--- config.mk ---
export PLATFORM = sky130hd
export DESIGN_NAME = mem_bus_arbiter
export DESIGN_NICKNAME = d
export VERILOG_FILES = /design/src/rtl/mem_bus_arbiter.sv
export SDC_FILE = /design/constraint.sdc
export NUM_CORES = 1
export LEC_CHECK = 0
export BUFFER_PORTS_ARGS = -buffer_cell sky130_fd_sc_hd__buf_2
export CAP_MARGIN = 0
export CORE_MARGIN = 2
export CORE_UTILIZATION = 36
export CTS_CLUSTER_DIAMETER = 100
export DETAILED_ROUTE_END_ITERATION = 10
export PLACE_DENSITY = 0.75
export SLEW_MARGIN = 15
export SYNTH_ARGS = -nofsm -noshare
export SYNTH_HDL_FRONTEND = slang
export SYNTH_SLANG_ARGS = --single-unit
--- constraint.sdc ---
create_clock -name iCLK -period 3.8 [get_ports iCLK]
set_input_delay 0.38 -clock iCLK [delete_from_list [all_inputs] [get_ports iCLK]]
set_output_delay 0.38 -clock iCLK [all_outputs]
set_load 0.05 [all_outputs]
--- src/rtl/mem_bus_arbiter.sv ---
// Arbitrates NCH request channels onto one memory port (fixed priority or round-robin).
// Latency: grant in IDLE, WAIT_STATES+1 ACCESS cycles, 1-cycle ack in DONE; losers hold iReq until served.
module mem_bus_arbiter #(
  parameter int NCH         = 2,
  parameter int WAIT_STATES = 1,
  parameter int RR_MODE     = 0
) (
  input  logic              iCLK,
  input  logic              iRST,
  input  logic [NCH-1:0]    iReq,
  input  logic [NCH-1:0]    iWe,
  input  logic [4*NCH-1:0]  iByteEnable,
  input  logic [32*NCH-1:0] iAddress,
  input  logic [32*NCH-1:0] iWriteData,
  output logic [NCH-1:0]    oAck,
  output logic [31:0]       oReadData,
  output logic              oBusy,
  output logic [2:0]        oGrant,
  output logic              oMemReadEnable,
  output logic              oMemWriteEnable,
  output logic [3:0]        oMemByteEnable,
  output logic [31:0]       oMemAddress,
  output logic [31:0]       oMemWriteData,
  input  logic [31:0]       iMemReadData
);

  typedef enum logic [1:0] {IDLE, ACCESS, DONE} state_t;

  localparam logic [3:0] WAIT_CNT = 4'(WAIT_STATES);

  state_t          state_q, state_d;
  logic [2:0]      grant_q, grant_d;
  logic [2:0]      ptr_q, ptr_d;
  logic [3:0]      wcnt_q, wcnt_d;
  logic            we_q, we_d;
  logic [3:0]      be_q, be_d;
  logic [31:0]     addr_q, addr_d;
  logic [31:0]     wdata_q, wdata_d;
  logic [31:0]     rdata_q, rdata_d;
  logic [NCH-1:0]  ack_q, ack_d;
  logic            busy_q, busy_d;
  logic            mem_re_q, mem_re_d;
  logic            mem_we_q, mem_we_d;

  logic            sel_vld;
  logic [2:0]      sel_idx;
  logic [3:0]      cand;
  logic            sel_we;
  logic [3:0]      sel_be;
  logic [31:0]     sel_addr;
  logic [31:0]     sel_wdata;

  // Candidates are scanned farthest-first so the nearest requester overwrites the selection.
  always_comb begin
    sel_vld   = 1'b0;
    sel_idx   = '0;
    cand      = '0;
    sel_we    = 1'b0;
    sel_be    = '0;
    sel_addr  = '0;
    sel_wdata = '0;
    for (int k = NCH; k >= 1; k--) begin
      cand = (RR_MODE != 0) ? ({1'b0, ptr_q} + 4'(k)) : 4'(k - 1);
      if (cand >= 4'(NCH)) cand = cand - 4'(NCH);
      for (int c = 0; c < NCH; c++) begin
        if (iReq[c] && (cand == 4'(c))) begin
          sel_vld = 1'b1;
          sel_idx = 3'(c);
        end
      end
    end
    for (int c = 0; c < NCH; c++) begin
      if (sel_idx == 3'(c)) begin
        sel_we    = iWe[c];
        sel_be    = iByteEnable[4*c +: 4];
        sel_addr  = iAddress[32*c +: 32];
        sel_wdata = iWriteData[32*c +: 32];
      end
    end
  end

  // Enables and ack are computed for the next state so every output leaves a flop.
  always_comb begin
    state_d  = state_q;
    grant_d  = grant_q;
    ptr_d    = ptr_q;
    wcnt_d   = wcnt_q;
    we_d     = we_q;
    be_d     = be_q;
    addr_d   = addr_q;
    wdata_d  = wdata_q;
    rdata_d  = rdata_q;
    ack_d    = '0;
    busy_d   = busy_q;
    mem_re_d = 1'b0;
    mem_we_d = 1'b0;
    unique case (state_q)
      IDLE: begin
        if (sel_vld) begin
          state_d  = ACCESS;
          grant_d  = sel_idx;
          ptr_d    = sel_idx;
          wcnt_d   = '0;
          we_d     = sel_we;
          be_d     = sel_be;
          addr_d   = sel_addr;
          wdata_d  = sel_wdata;
          busy_d   = 1'b1;
          mem_re_d = ~sel_we;
          mem_we_d = sel_we;
        end
      end
      ACCESS: begin
        wcnt_d = wcnt_q + 4'd1;
        if (wcnt_q == WAIT_CNT) begin
          state_d = DONE;
          rdata_d = we_q ? 32'd0 : iMemReadData;
          for (int c = 0; c < NCH; c++) ack_d[c] = (grant_q == 3'(c));
        end else begin
          mem_re_d = ~we_q;
        end
      end
      DONE: begin
        state_d = IDLE;
        busy_d  = 1'b0;
      end
      default: begin
        state_d = IDLE;
        busy_d  = 1'b0;
      end
    endcase
  end

  always_ff @(posedge iCLK or negedge iRST) begin
    if (!iRST) begin
      state_q  <= IDLE;
      grant_q  <= '0;
      ptr_q    <= 3'(NCH - 1);
      wcnt_q   <= '0;
      we_q     <= 1'b0;
      be_q     <= '0;
      addr_q   <= '0;
      wdata_q  <= '0;
      rdata_q  <= '0;
      ack_q    <= '0;
      busy_q   <= 1'b0;
      mem_re_q <= 1'b0;
      mem_we_q <= 1'b0;
    end else begin
      state_q  <= state_d;
      grant_q  <= grant_d;
      ptr_q    <= ptr_d;
      wcnt_q   <= wcnt_d;
      we_q     <= we_d;
      be_q     <= be_d;
      addr_q   <= addr_d;
      wdata_q  <= wdata_d;
      rdata_q  <= rdata_d;
      ack_q    <= ack_d;
      busy_q   <= busy_d;
      mem_re_q <= mem_re_d;
      mem_we_q <= mem_we_d;
    end
  end

  assign oAck            = ack_q;
  assign oReadData       = rdata_q;
  assign oBusy           = busy_q;
  assign oGrant          = grant_q;
  assign oMemReadEnable  = mem_re_q;
  assign oMemWriteEnable = mem_we_q;
  assign oMemByteEnable  = be_q;
  assign oMemAddress     = addr_q;
  assign oMemWriteData   = wdata_q;

endmodule

==> summary.txt <==
Floorplanning
  – Die Area: 15620 um2
  – Die Span X: 125.0 um
  – Number of core rows: 44
  – # IOs: 282
  – Initial Utilization: 36.52%
  – Core area: 14420 um2
  – Die H: 125.0 um

Route
  – Antenna Nets Post-Route: 0
  – Vias/cell: 4.654
  – Final WL: 12890 um
  – Via count: 4119
  – Routed len/inst: 14.56 um
  – Iter 0 DRT Violations: 139
  – DRC: 0
  – Drt first pass iters: 4

Global routing
  – Overall Global Routing Usage: 16.50%
  – Pin count of the biggest net entering global routing: 75
  – Initial antenna violation count: 0
  – Vias in the first global route: 4213
  – First-pass GRT wire length: 20540 um
  – Overall overflow remaining after global route: 0

Timing
  – Final cycle utilization of the critical path: 60.43%
  – Final setup fails: 0
  – Worst setup margin: 1.504 ns
  – Setup TNS: 0 ns
  – Max Freq: 0.4355 GHz
  – RSZ-0062 raised after global routing: no
  – Worst-margin pin slew: 1.036 ns
  – Worst Skew: 0.007666 ns
  – Slew Limit Headroom: 30.94%
  – Fin. Hold Viols: 0
  – Min Tclk post-route: 2.296 ns
  – Max-slew violation count: 0

Clock tree
  – Post_cts resized: 0
  – Clk Latency, worst-skew pair: 0.41 ns
  – CTS Sinks: 113
  – CTS Hold Bufs: 0
  – Clock Path Buffers: 2
  – H-tree Lvls: 4
  – Reg clk slew, reported paths: 0.06 ns
  – Root buf cell: clkbuf_16
  – Num CTS Buffers: 17
  – CTS tree: done
  – Post-CTS Setup Bufs: 0

Critical path
  – Worst Path Arrival: 2.59 ns
  – Cell mode on critical path: buf_4
  – Largest stage delay on the critical path: 0.70 ns
  – Worst path required time: 4.09 ns
  – Reg2Reg Setup Slack: 1.50 ns
  – Crit path kind: reg2reg
  – Critical path buffer and inverter count: 2
  – Reg2reg path depth: 6
  – CP Capture Type: register
  – WP depth: 6
  – CP max stage cell: or2_1
  – Worst-path fanout max: 34
  – CP Cell Sequence: ha_1, or3b_1, buf_4, or2_1, buf_4, o21ai_1
  – Delay-heaviest family, CP: simple AND/OR/NAND/NOR gates
  – CP Launch Type: register

Cells and area
  – Layout Area Growth over Synthesis: 39.62%
  – Share of layout cells above drive strength 1: 64.48%
  – Fin cells: 885
  – Storage element area: 2828 um2
  – Multi-input logic area: 2208 um2
  – Diodes inserted: 0
  – FILL cells: 1304
  – Final net count: 864

Hold path
  – Hold WC Path Type: in2async

Synthesis
  – Post-Syn Area per Cell: 12.63 um2
  – Dominant synthesized flop cell: dfrtp_1
  – Synth unique cells: 29
  – Seq cells post-synth: 113
  – Async set-reset flop share out of synthesis: 100.0%
  – Number of flops mapped to enable cells by yosys: 0
  – Share of Yosys cell area claimed by the top area cell type: 53.68%
  – Most frequent cell after synthesis: mux2_2
  – Synthesized cell area: 5268 um2
  – Cell accounting for the most synthesized area: dfrtp_1
  – Post-synth top cells: mux2_2 (135), dfrtp_1 (113), o21ai_0 (40)
  – YS warnings: 0
  – Synth top area cells: dfrtp_1 (54%), mux2_2 (29%), o21ai_0 (3.8%)
  – Post-synthesis sequential area ratio: 53.68%
  – Mapped Cells: 417

Placed design
  – Placed cells: 853
  – Port bufs: 279
  – Dpl hpwl: 9153 um
  – RePlAce Congestion: 0.7589
  – Worst slack, placed: 1.495 ns

Power and ir drop
  – Static Leak: 3.619 nW
  – Int Power: 3.974 mW
  – Power Density: 1029 nW/um2
  – Psw: 3.592 mW
  – Sequential power share: 27.0%
  – Worst VDD drop: 521.0 uV
  – Logic pwr share: 51.1%
  – Clock Power Share: 21.9%
  – Sw Share: 47.47%

Run status
  – Status: completed

Run
  – Max-cap violations: 0
cells in the final DEF (no fill, tap or decap), drive strengths merged, types with 4 or more instances in the layout:
cell,count
clkbuf,21
clkinv,5
buf,284
bufinv,4
mux2,136
nand2,37
o21ai,67
dfrtp,113
nor2,5
inv,5
final cells by class:
class	instances	share of cell area [%]
flip-flops and latches	113	38.45
multi-input cells	267	30.03
repair buffers	284	19.70
clock buffers	21	6.261
well taps	184	3.130
clock inverters	11	2.178
inverters	5	0.2552
power groups by stage:
stage               combinational, mW  clock (mW)  sequential [mW]
finish                           3.87        1.66             2.04
detailed placement               3.91           0             2.05
CTS                              3.91        1.71             2.05
floorplan                        1.26           0             3.84
global placement                 3.86           0             2.05
global route                     4.09        1.76             2.11
metal layers:
| layer | wire [um] | GRT usage, % | up-vias | share of wire (%) |
|---|---|---|---|---|
| li1 | - | - | 1994 | - |
| met1 | 5239 | 18.89 | 1918 | 41 |
| met2 | 6175 | 27.40 | 189 | 48 |
| met3 | 1255 | 7.488 | 18 | 9.7 |
| met4 | 220 | 5.817 | 0 | 1.7 |
| met5 | 0 | 0 | - | 0 |
worst paths after layout:
path,startpoint,endpoint
worst max-delay path,wcnt_q[0],oReadData[19]
worst min-delay path,iRST,oReadData[16]
worst max register to register,wcnt_q[0],oReadData[19]
worst min register to register,we_q,oMemReadEnable
max in group asynchronous,iRST,oMemAddress[4]
min in group iCLK,iMemReadData[14],oReadData[14]
kinds of logic (layout without fill, tap and decap cells):
| kind of cell | count (synthesis) | count (layout) | share of synthesized area [%] |
|---|---|---|---|
| multiplexers | 138 | 138 | 29.45 |
| flip-flops | 113 | 113 | 53.68 |
| AO/OA/AOI/OAI | 73 | 73 | 7.102 |
| AND/OR/NAND/NOR | 50 | 50 | 4.133 |
| buffers and inverters | 38 | 321 | 4.751 |
| adder cells (fa/ha/maj) | 2 | 2 | 0.4750 |
| XOR/XNOR | 2 | 2 | 0.3326 |
| other | 1 | 2 | 0.07119 |
per-stage QoR:
stage               hold slack (ns)  cell area (um2)  utilization (%)  power (mW)
detailed placement           0.4371             6734            46.69       5.964
global route                0.08287             7355            50.99       7.964
floorplan                   0.08441             5271                -       5.104
finish                      0.03579             7355            50.99       7.566
global placement             0.4250             6734            46.69       5.909
CTS                         0.04340             7355            50.99       7.662
worst reg2reg max path: stages (launching register included):
cell and delay, ns:
dfrtp_1 0.42, ha_1 0.20, or3b_1 0.15, buf_4 0.29
or2_1 0.70, buf_4 0.32, o21ai_1 0.09
state kept, by name, summed over array words and instances, names as in the netlist:
| register | count |
|---|---|
| oGrant | 1 |
| wcnt_q | 4 |
| oMemWriteEnable | 1 |
| oMemAddress | 32 |
| oAck | 2 |
| oMemReadEnable | 1 |
| state_q | 2 |
| oMemByteEnable | 4 |
| we_q | 1 |
| oBusy | 1 |
| oReadData | 32 |
| oMemWriteData | 32 |
Power figures use the tool's default switching activity.
